$ cat config.mk
export PLATFORM = sky130hd
export DESIGN_NAME = simon_engine
export DESIGN_NICKNAME = d
export VERILOG_FILES = /design/src/rtl/simon_engine.sv
export SDC_FILE = /design/constraint.sdc
export NUM_CORES = 1
export LEC_CHECK = 0
export ABC_AREA = 1
export ABC_CLOCK_PERIOD_IN_PS = 3500
export CAP_MARGIN = 15
export CORE_MARGIN = 2
export CORE_UTILIZATION = 30
export CTS_BUF_LIST = sky130_fd_sc_hd__clkbuf_8
export DETAILED_ROUTE_END_ITERATION = 7
export GPL_TIMING_DRIVEN = 1
export SLEW_MARGIN = 5
export SYNTH_ARGS = -nofsm -noshare
export SYNTH_HDL_FRONTEND = slang
export SYNTH_SLANG_ARGS = --single-unit
export TNS_END_PERCENT = 10
$ cat constraint.sdc
create_clock -name clk -period 3.5 [get_ports clk]
set_clock_uncertainty 0.1 [all_clocks]
set_input_delay 0.7 -clock clk [delete_from_list [all_inputs] [get_ports clk]]
set_output_delay 0.7 -clock clk [all_outputs]
set_load 0.02 [all_outputs]
$ cat src/rtl/simon_engine.sv
// Simon game engine: free-running LFSR, sequence store, playback and input-checking FSM.
// Fixed or growing-round play, per-press timeout, registered LED/status outputs.
module simon_engine #(
    parameter int          CHANNELS      = 4,
    parameter int          DEPTH         = 16,
    parameter int          TICKS_ON      = 4,
    parameter int          TICKS_GAP     = 2,
    parameter int          TIMEOUT_TICKS = 40,
    parameter logic [15:0] SEED          = 16'hACE1
) (
    input  logic                         clk,
    input  logic                         reset,
    input  logic                         tick,
    input  logic                         start,
    input  logic                         mode,
    input  logic [CHANNELS-1:0]          btn,
    output logic [CHANNELS-1:0]          led,
    output logic                         error_led,
    output logic                         win,
    output logic                         busy,
    output logic [$clog2(DEPTH+1)-1:0]   level
);

    localparam int          CW       = $clog2(CHANNELS);
    localparam int          AW       = $clog2(DEPTH);
    localparam int          LW       = $clog2(DEPTH + 1);
    localparam int          TMAX     = (TICKS_ON > TICKS_GAP) ? TICKS_ON : TICKS_GAP;
    localparam int          TW       = $clog2(TMAX + 1);
    localparam int          OW       = $clog2(TIMEOUT_TICKS + 1);
    localparam logic [15:0] SEED_EFF = (SEED == 16'h0000) ? 16'h0001 : SEED;

    typedef enum logic [2:0] {
        S_IDLE, S_LOAD, S_GAP, S_SHOW, S_INPUT, S_RELEASE, S_WIN, S_FAIL
    } state_t;

    state_t                state;
    logic [15:0]           lfsr;
    logic [CW-1:0]         seq [DEPTH];
    logic [LW-1:0]         idx;
    logic [TW-1:0]         tcnt;
    logic [OW-1:0]         tocnt;
    logic [CHANNELS-1:0]   btn_q;
    logic                  mode_q;

    logic [CW-1:0]         cur_step;
    logic [CHANNELS-1:0]   cur_led;
    logic [LW-1:0]         next_idx;
    logic                  press;

    assign cur_step = seq[idx[AW-1:0]];
    assign cur_led  = CHANNELS'(1) << cur_step;
    assign next_idx = idx + LW'(1);
    // A press is the all-zero to non-zero edge, so a button already held on entry is ignored.
    assign press    = (btn_q == '0) && (btn != '0);

    // Taps 16,14,13,11; runs every cycle so the sequence depends on when start arrives.
    always_ff @(posedge clk or negedge reset) begin
        if (!reset) begin
            lfsr <= SEED_EFF;
        end else begin
            lfsr <= {lfsr[14:0], lfsr[15] ^ lfsr[13] ^ lfsr[12] ^ lfsr[10]};
        end
    end

    // NOTE: the sequence store has no reset; LOAD always rewrites every entry before it is read.
    always_ff @(posedge clk) begin
        if (state == S_LOAD) begin
            seq[idx[AW-1:0]] <= lfsr[CW-1:0];
        end
    end

    // NOTE: led is driven from this register (btn is echoed a cycle late) so no input reaches an output combinationally.
    always_ff @(posedge clk or negedge reset) begin
        if (!reset) begin
            state     <= S_IDLE;
            idx       <= '0;
            tcnt      <= '0;
            tocnt     <= '0;
            btn_q     <= '0;
            mode_q    <= 1'b0;
            led       <= '0;
            error_led <= 1'b0;
            win       <= 1'b0;
            busy      <= 1'b0;
            level     <= '0;
        end else begin
            btn_q <= btn;
            case (state)
                S_IDLE, S_WIN, S_FAIL: begin
                    if (start) begin
                        state     <= S_LOAD;
                        mode_q    <= mode;
                        level     <= mode ? LW'(1) : LW'(DEPTH);
                        idx       <= '0;
                        tcnt      <= '0;
                        tocnt     <= '0;
                        led       <= '0;
                        error_led <= 1'b0;
                        win       <= 1'b0;
                        busy      <= 1'b1;
                    end
                end
                S_LOAD: begin
                    if (idx == LW'(DEPTH - 1)) begin
                        idx   <= '0;
                        tcnt  <= '0;
                        state <= S_GAP;
                    end else begin
                        idx <= next_idx;
                    end
                end
                S_GAP: begin
                    if (tick) begin
                        if (tcnt == TW'(TICKS_GAP - 1)) begin
                            tcnt <= '0;
                            if (idx < level) begin
                                state <= S_SHOW;
                                led   <= cur_led;
                            end else begin
                                state <= S_INPUT;
                                idx   <= '0;
                                tocnt <= '0;
                            end
                        end else begin
                            tcnt <= tcnt + TW'(1);
                        end
                    end
                end
                S_SHOW: begin
                    if (tick) begin
                        if (tcnt == TW'(TICKS_ON - 1)) begin
                            tcnt  <= '0;
                            idx   <= next_idx;
                            led   <= '0;
                            state <= S_GAP;
                        end else begin
                            tcnt <= tcnt + TW'(1);
                        end
                    end
                end
                S_INPUT: begin
                    led <= btn;
                    // A press in the same cycle as the final timeout tick still wins.
                    if (press) begin
                        if (btn == cur_led) begin
                            state <= S_RELEASE;
                            tocnt <= '0;
                        end else begin
                            state     <= S_FAIL;
                            error_led <= 1'b1;
                            busy      <= 1'b0;
                        end
                    end else if (tick) begin
                        if (tocnt == OW'(TIMEOUT_TICKS - 1)) begin
                            state     <= S_FAIL;
                            error_led <= 1'b1;
                            busy      <= 1'b0;
                        end else begin
                            tocnt <= tocnt + OW'(1);
                        end
                    end
                end
                S_RELEASE: begin
                    led <= btn;
                    if (btn == '0) begin
                        if (next_idx < level) begin
                            idx   <= next_idx;
                            state <= S_INPUT;
                        end else if (mode_q && (level < LW'(DEPTH))) begin
                            level <= level + LW'(1);
                            idx   <= '0;
                            tcnt  <= '0;
                            state <= S_GAP;
                        end else begin
                            idx   <= next_idx;
                            state <= S_WIN;
                            win   <= 1'b1;
                            busy  <= 1'b0;
                        end
                    end
                end
                default: state <= S_IDLE;
            endcase
        end
    end

endmodule

Word level (Yosys, flattened, before mapping)
Memory sizes are Yosys's and may differ from the RTL's.
Index checks and enable logic that the tools add are counted.
W data, S select, Z words.
- output and inout port bits: 12
- memories kept: 1
- word-level logic and storage cells: 156
- flip-flop bits (word level): 50
- latch bits: 0
- ROM bits: 0
- input bits: 9
- bits in writable memories: 32
- muxes and demuxes: 79
- equal/unequal tests: 29
- reduce and logical (&&, ||, !) cells: 24
- $add $sub $neg: 4
- shift operators: 1
- div/mod/pow operators: 0
- bitwise operators: 3
- magnitude comparators: 3
- multiply operators: 0
- memories (memory ; words ; width ; read ports ; clocked after memory_dff ; wr ports ; line ; text):
    seq ; 16 ; 2 ; 1 ; 0 ; 1 ; 38 ; logic [CW-1:0] seq [DEPTH];
- operators by type and width (cell ; number):
    $mux W5 ; 15
    $mux W3 ; 22
    $mux W6 ; 8
    $reduce_and A8 Y1 ; 4
    $pmux W5 S5 ; 1
    $mux W4 ; 6
    $ne A2 B2 Y1 const B ; 11
    $mux W1 ; 18
    $pmux W3 S6 ; 1
    $pmux W6 S3 ; 1
    $pmux W4 S4 ; 1
    $ne A3 B3 Y1 const B ; 5
    $pmux W3 S5 ; 1
    $reduce_and A5 Y1 ; 3
    $eq A3 B3 Y1 const B ; 4
    $add A5 B1 Y5 const B ; 2
    $lt A5 B5 Y1 ; 2
    $pmux W5 S2 ; 1
    $eq A3 B2 Y1 const B ; 3
    $reduce_and A9 Y1 ; 1
    $logic_not A4 Y1 ; 2
    $reduce_bool A4 Y1 ; 2
    $reduce_and A7 Y1 ; 1
    $add A6 B1 Y6 const B ; 1
    20 further kinds ; 27

Depth between registers and ports, before layout
- depth after elaboration: 6
- depth in mapped cells: 18
- gate-level depth less buffers: 17

Least setup slack after synthesis
No wires, ideal clock.
- kind: reg2reg
- start: register idx[0]
- end: register level[0]
- setup slack: 0.940 ns
- cell stages (with the launch flop): 18
- required time: 3.317 ns
- setup time: 0.083 ns
- data arrival time: 2.378 ns
- cell sequence: dfrtp_1 ha_1 inv_1 nor2_1 ha_1 inv_1 ha_1 nand2_1 inv_1 o21ai_0 and3_1 nand2_1 nand2_1 a21oi_1 nand2_1 inv_1 o211ai_1 o21ai_0
- word-level cells in the longest chain between the ends: 4
- RTL lines (item ; line ; text):
    start, declared ; 39 ; logic [LW-1:0] idx;
    start signal, assigned ; 109 ; idx <= next_idx;
    start signal, assigned ; 133 ; idx <= next_idx;
    start signal, assigned ; 167 ; idx <= next_idx;
    $add A5 B1 Y5 ; 52 ; assign next_idx = idx + LW'(1);
    $lt A5 B5 Y1 ; 166 ; if (next_idx < level) begin
    $ne A2 B2 Y1 (no line) ; - ;
    $reduce_and A5 Y1 (no line) ; - ;
    end signal, assigned ; 93 ; level <= mode ? LW'(1) : LW'(DEPTH);
    end signal, assigned ; 170 ; level <= level + LW'(1);
    end, declared ; 21 ; output logic [$clog2(DEPTH+1)-1:0] level
No other way between the ends.
A chain may end at the register's enable or synchronous reset.

Worst setup path in the final report
- start: register idx[1]
- end: register level[0]
Same word-level chain as after synthesis.

==> report_table.html <==
<table>
<tr><th>Metric</th><th>Value</th></tr>
<tr><th colspan="2">Global route</th></tr>
<tr><td>Maximum number of pins on one net before global-route repair</td><td>slightly above 50</td></tr>
<tr><td>Total routing resource utilization after global routing</td><td>0.1305</td></tr>
<tr><td>Vias in the first global route</td><td>3235</td></tr>
<tr><td>Initial antenna violation count</td><td>0</td></tr>
<tr><td>First-pass GRT wire length</td><td>15390 µm</td></tr>
<tr><td>Total global routing overflow</td><td>0</td></tr>
<tr><th colspan="2">Synth</th></tr>
<tr><td>Main area contributors after synthesis</td><td>dfrtp_1 25%, edfxtp_1 23%, nand2_1 12%, inv_1 7.7%, ha_1 5.9%</td></tr>
<tr><td>Average instance area after synthesis</td><td>roughly 8.6 µm²</td></tr>
<tr><td>Part of the Yosys area used for sequential elements</td><td>0.5219</td></tr>
<tr><td>Number of warnings printed during yosys synthesis</td><td>0</td></tr>
<tr><td>Most area-hungry cell type in the Yosys netlist</td><td>dfrtp_1</td></tr>
<tr><td>Post-synthesis cell count</td><td>493</td></tr>
<tr><td>Post-synthesis instance area</td><td>about 0.0043 mm²</td></tr>
<tr><td>Share of the synthesized area in the top cell type</td><td>0.2468</td></tr>
<tr><td>Count of flip-flops with a built-in enable after synthesis</td><td>32</td></tr>
<tr><td>Flip-flop and latch count after synthesis</td><td>82</td></tr>
<tr><td>Leading register cell type out of synthesis</td><td>dfrtp_1</td></tr>
<tr><td>Count of unique library cells instantiated by Yosys</td><td>39</td></tr>
<tr><td>Asr flop ratio synth</td><td>0.6098</td></tr>
<tr><td>Mapped Nets</td><td>between 500 and 600</td></tr>
<tr><th colspan="2">Timing</th></tr>
<tr><td>Relative slew slack</td><td>0.6158</td></tr>
<tr><td>Summed negative setup slack over all endpoints</td><td>0 ps</td></tr>
<tr><td>Final max-slew violation count</td><td>0</td></tr>
<tr><td>Highest attainable clock frequency</td><td>roughly 320 MHz</td></tr>
<tr><td>Hold WS</td><td>~170 ps</td></tr>
<tr><td>Hold Violations, Final</td><td>0</td></tr>
<tr><td>Period Utilization, post-route</td><td>0.8835</td></tr>
<tr><td>RSZ-0062 raised after global routing</td><td>no</td></tr>
<tr><td>Minimum clock period after layout</td><td>between 3000 and 4000 ps</td></tr>
<tr><td>Transition time of the tightest slew-check pin</td><td>~570 ps</td></tr>
<tr><td>Setup-failing EPs final</td><td>0</td></tr>
<tr><th colspan="2">Drt</th></tr>
<tr><td>Detailed-router iteration count before antenna repair</td><td>5</td></tr>
<tr><td>Number of design-rule violations left by the first detailed-router iteration</td><td>roughly 200</td></tr>
<tr><td>Total length of routed wires</td><td>8936 µm</td></tr>
<tr><td>Per-cell via count in the routed design</td><td>between 4 and 5</td></tr>
<tr><td>Post-route DRC violation count</td><td>0</td></tr>
<tr><td>Total number of vias</td><td>roughly 3200</td></tr>
<tr><td>Number of antenna-violating nets in the routed design</td><td>0</td></tr>
<tr><td>Routed length per instance</td><td>12.64 µm</td></tr>
<tr><th colspan="2">Job</th></tr>
<tr><td>Max Cap Viol</td><td>0</td></tr>
<tr><th colspan="2">Floorplan</th></tr>
<tr><td>I/O pin cnt</td><td>21</td></tr>
<tr><td>Floorplan die width</td><td>around 120 µm</td></tr>
<tr><td># rows</td><td>43</td></tr>
<tr><td>Die footprint</td><td>between 0.015 and 0.02 mm²</td></tr>
<tr><td>Vert. Die Dim</td><td>123.1 µm</td></tr>
<tr><td>Core region area</td><td>0.01388 mm²</td></tr>
<tr><td>Starting Density</td><td>0.3067</td></tr>
<tr><th colspan="2">Critical path</th></tr>
<tr><td>Arrival time at the worst endpoint</td><td>roughly 3300 ps</td></tr>
<tr><td>Type of the setup path with the least slack</td><td>reg -&gt; reg</td></tr>
<tr><td>Critical Path Start Type</td><td>flip-flop</td></tr>
<tr><td>Crit. End Element</td><td>flip-flop</td></tr>
<tr><td>Worst Path Required</td><td>approximately 3700 ps</td></tr>
<tr><td>Critical path fanouts, max</td><td>13</td></tr>
<tr><th colspan="2">Clocking</th></tr>
<tr><td>Count of buffers added by post-CTS timing repair for setup</td><td>0</td></tr>
<tr><td># clock sinks</td><td>between 80 and 90</td></tr>
<tr><td>Clock tree from TritonCTS</td><td>done</td></tr>
<tr><td>Clock slew at the register clock pins of the worst setup and hold paths</td><td>around 80 ps</td></tr>
<tr><td>Maximum level of the CTS H-tree</td><td>3</td></tr>
<tr><td>Skew-Pair Late Insertion Delay</td><td>~370 ps</td></tr>
<tr><td>CTS root buffer</td><td>clkbuf_8</td></tr>
<tr><td>Count of instances resized after the clock tree is built</td><td>0</td></tr>
<tr><td>Longest Clk Path Bufs</td><td>2</td></tr>
<tr><td>Number of hold buffers added after cts</td><td>0</td></tr>
<tr><td>CTS buffer count</td><td>9</td></tr>
<tr><th colspan="2">Finish</th></tr>
<tr><td>Footprint of the multi-input gates</td><td>0.001659 mm²</td></tr>
<tr><td>Final antenna diode count</td><td>0</td></tr>
<tr><td>Final-layout fill cell count</td><td>roughly 1500</td></tr>
<tr><td>Final instance count without filler cells</td><td>707</td></tr>
<tr><td>Top library cells by usage in the layout, fill and taps aside</td><td>137 x nand2_1, 89 x inv_1, 42 x dfrtp_1, 40 x nor2_1, 35 x nand3_1</td></tr>
<tr><td>Synthesis-to-layout area growth</td><td>14.66%</td></tr>
<tr><td>Post-route standard cell area excluding fillers</td><td>roughly 0.005 mm²</td></tr>
<tr><td>Final net count</td><td>approximately 550</td></tr>
<tr><td>Share of cells above drive strength 1</td><td>0.09298</td></tr>
<tr><td>Most common library cell in the layout ignoring fill and taps</td><td>nand2_1</td></tr>
<tr><td>Sequential standard cell area</td><td>approximately 0.0022 mm²</td></tr>
<tr><th colspan="2">Power</th></tr>
<tr><td>P per Cell Area</td><td>682.8 mW/mm²</td></tr>
<tr><td>Cell leakage power</td><td>2.363 nW</td></tr>
<tr><td>Max IR drop VDD</td><td>roughly 460 µV</td></tr>
<tr><th colspan="2">Placed design</th></tr>
<tr><td>Placer's final routability congestion estimate</td><td>between 0.9 and 1</td></tr>
<tr><td>DPL Wire Length</td><td>between 6000 and 7000 µm</td></tr>
<tr><td>Placed Instance Area</td><td>0.004654 mm²</td></tr>
<tr><td>Placed Cells incl. Taps</td><td>between 600 and 700</td></tr>
<tr><td>Port Buf Inserts</td><td>20</td></tr>
<tr><th colspan="2">Worst hold path</th></tr>
<tr><td>Path type of the worst min-delay path</td><td>in -&gt; async</td></tr>
<tr><th colspan="2">Status</th></tr>
<tr><td>Outcome</td><td>completed</td></tr>
</table>
final cells by class:
cell class                      count  share of cell area
Multi-Input combinational cell    315              0.3398
Timing Repair Buffer               22             0.04562
Sequential cell                    82              0.4552
Inverter                           92             0.07073
Clock buffer                       12             0.03383
Clock inverter                      4            0.008713
Tap cell                          180             0.04613
sequential cells by signal (all words and copies together), names as in the netlist:
register,flops
mode_q,1
level,5
tocnt,6
led,4
error_led,1
tcnt,3
state,3
win,1
busy,1
btn_q,4
idx,5
lfsr,16
seq,32
report_power, final:
| part | internal, mW | switching [mW] | leakage (nW) | total [mW] |
|---|---|---|---|---|
| logic | 0.502 | 0.911 | 1.31 | 1.41 |
| clock network | 0.382 | 0.336 | 0.115 | 0.718 |
| registers | 1.11 | 0.0913 | 0.934 | 1.20 |
| total | 2.00 | 1.34 | 2.36 | 3.33 |
Yosys cell counts, types with 2 or more instances:
| cell type | number |
|---|---|
| o21ai_0 | 16 |
| nand3b_1 | 2 |
| nand2_1 | 137 |
| dfstp_2 | 8 |
| a21oi_1 | 6 |
| nor2_1 | 40 |
| ha_1 | 20 |
| nor4_1 | 3 |
| nor3_2 | 2 |
| inv_1 | 87 |
| inv_2 | 5 |
| nand3_1 | 35 |
| nor2_2 | 7 |
| nor3_1 | 7 |
| o211ai_1 | 2 |
| o22ai_1 | 7 |
| buf_4 | 2 |
| xor2_1 | 5 |
| dfrtp_1 | 42 |
| edfxtp_1 | 32 |
| mux2i_1 | 2 |
| mux2_1 | 3 |
| xnor2_1 | 2 |
| nand4_1 | 3 |
| nand2_2 | 4 |
critical path, cell delays in order (launching register included):
cell,delay (ps)
dfrtp_1,550
ha_1,290
inv_1,140
nor2_1,90
ha_1,270
inv_1,50
ha_1,290
nand2_1,50
inv_1,50
o21ai_0,60
and3_1,180
nand2_1,80
nand2_1,80
a21oi_1,200
nand2_1,140
inv_1,170
o211ai_1,110
o21ai_0,90
logic make-up after synthesis:
kind of cell,synth area share
AOI/OAI and AO/OA,0.04790
xor gates and xnor gates,0.01440
adders and majority gates,0.05877
buffers and inverters,0.08845
DFF,0.5219
muxes,0.01528
and+or+nand+nor,0.2533
worst paths after layout:
path	start	end	slack (ps)	cells after the start
max in group asynchronous	reset	lfsr[10]	2540	2
setup reg to reg	idx[1]	level[0]	410	17
hold reg to reg	lfsr[2]	lfsr[3]	250	0
setup / recovery	idx[1]	level[0]	410	17
min in group clk	lfsr[2]	lfsr[3]	250	0
hold / removal	reset	tocnt[0]	170	1
through the flow:
step	utilization	setup WS [ps]	power, mW
floorplan	-	939.7	2.242
global placement	0.3353	609.1	2.597
detailed placement	0.3353	486.0	2.628
CTS	0.3503	458.9	3.359
global route	0.3517	134.1	3.604
finish	0.3517	407.7	3.333
routing by layer:
metal	vias up	part of all wire	GRT usage
met5	-	0	0
met4	0	0.019	0.04688
met3	17	0.058	0.04105
met2	86	0.46	0.2064
met1	1530	0.46	0.1681
li1	1614	-	-
Note: power is estimated with default switching activity, not from simulation.
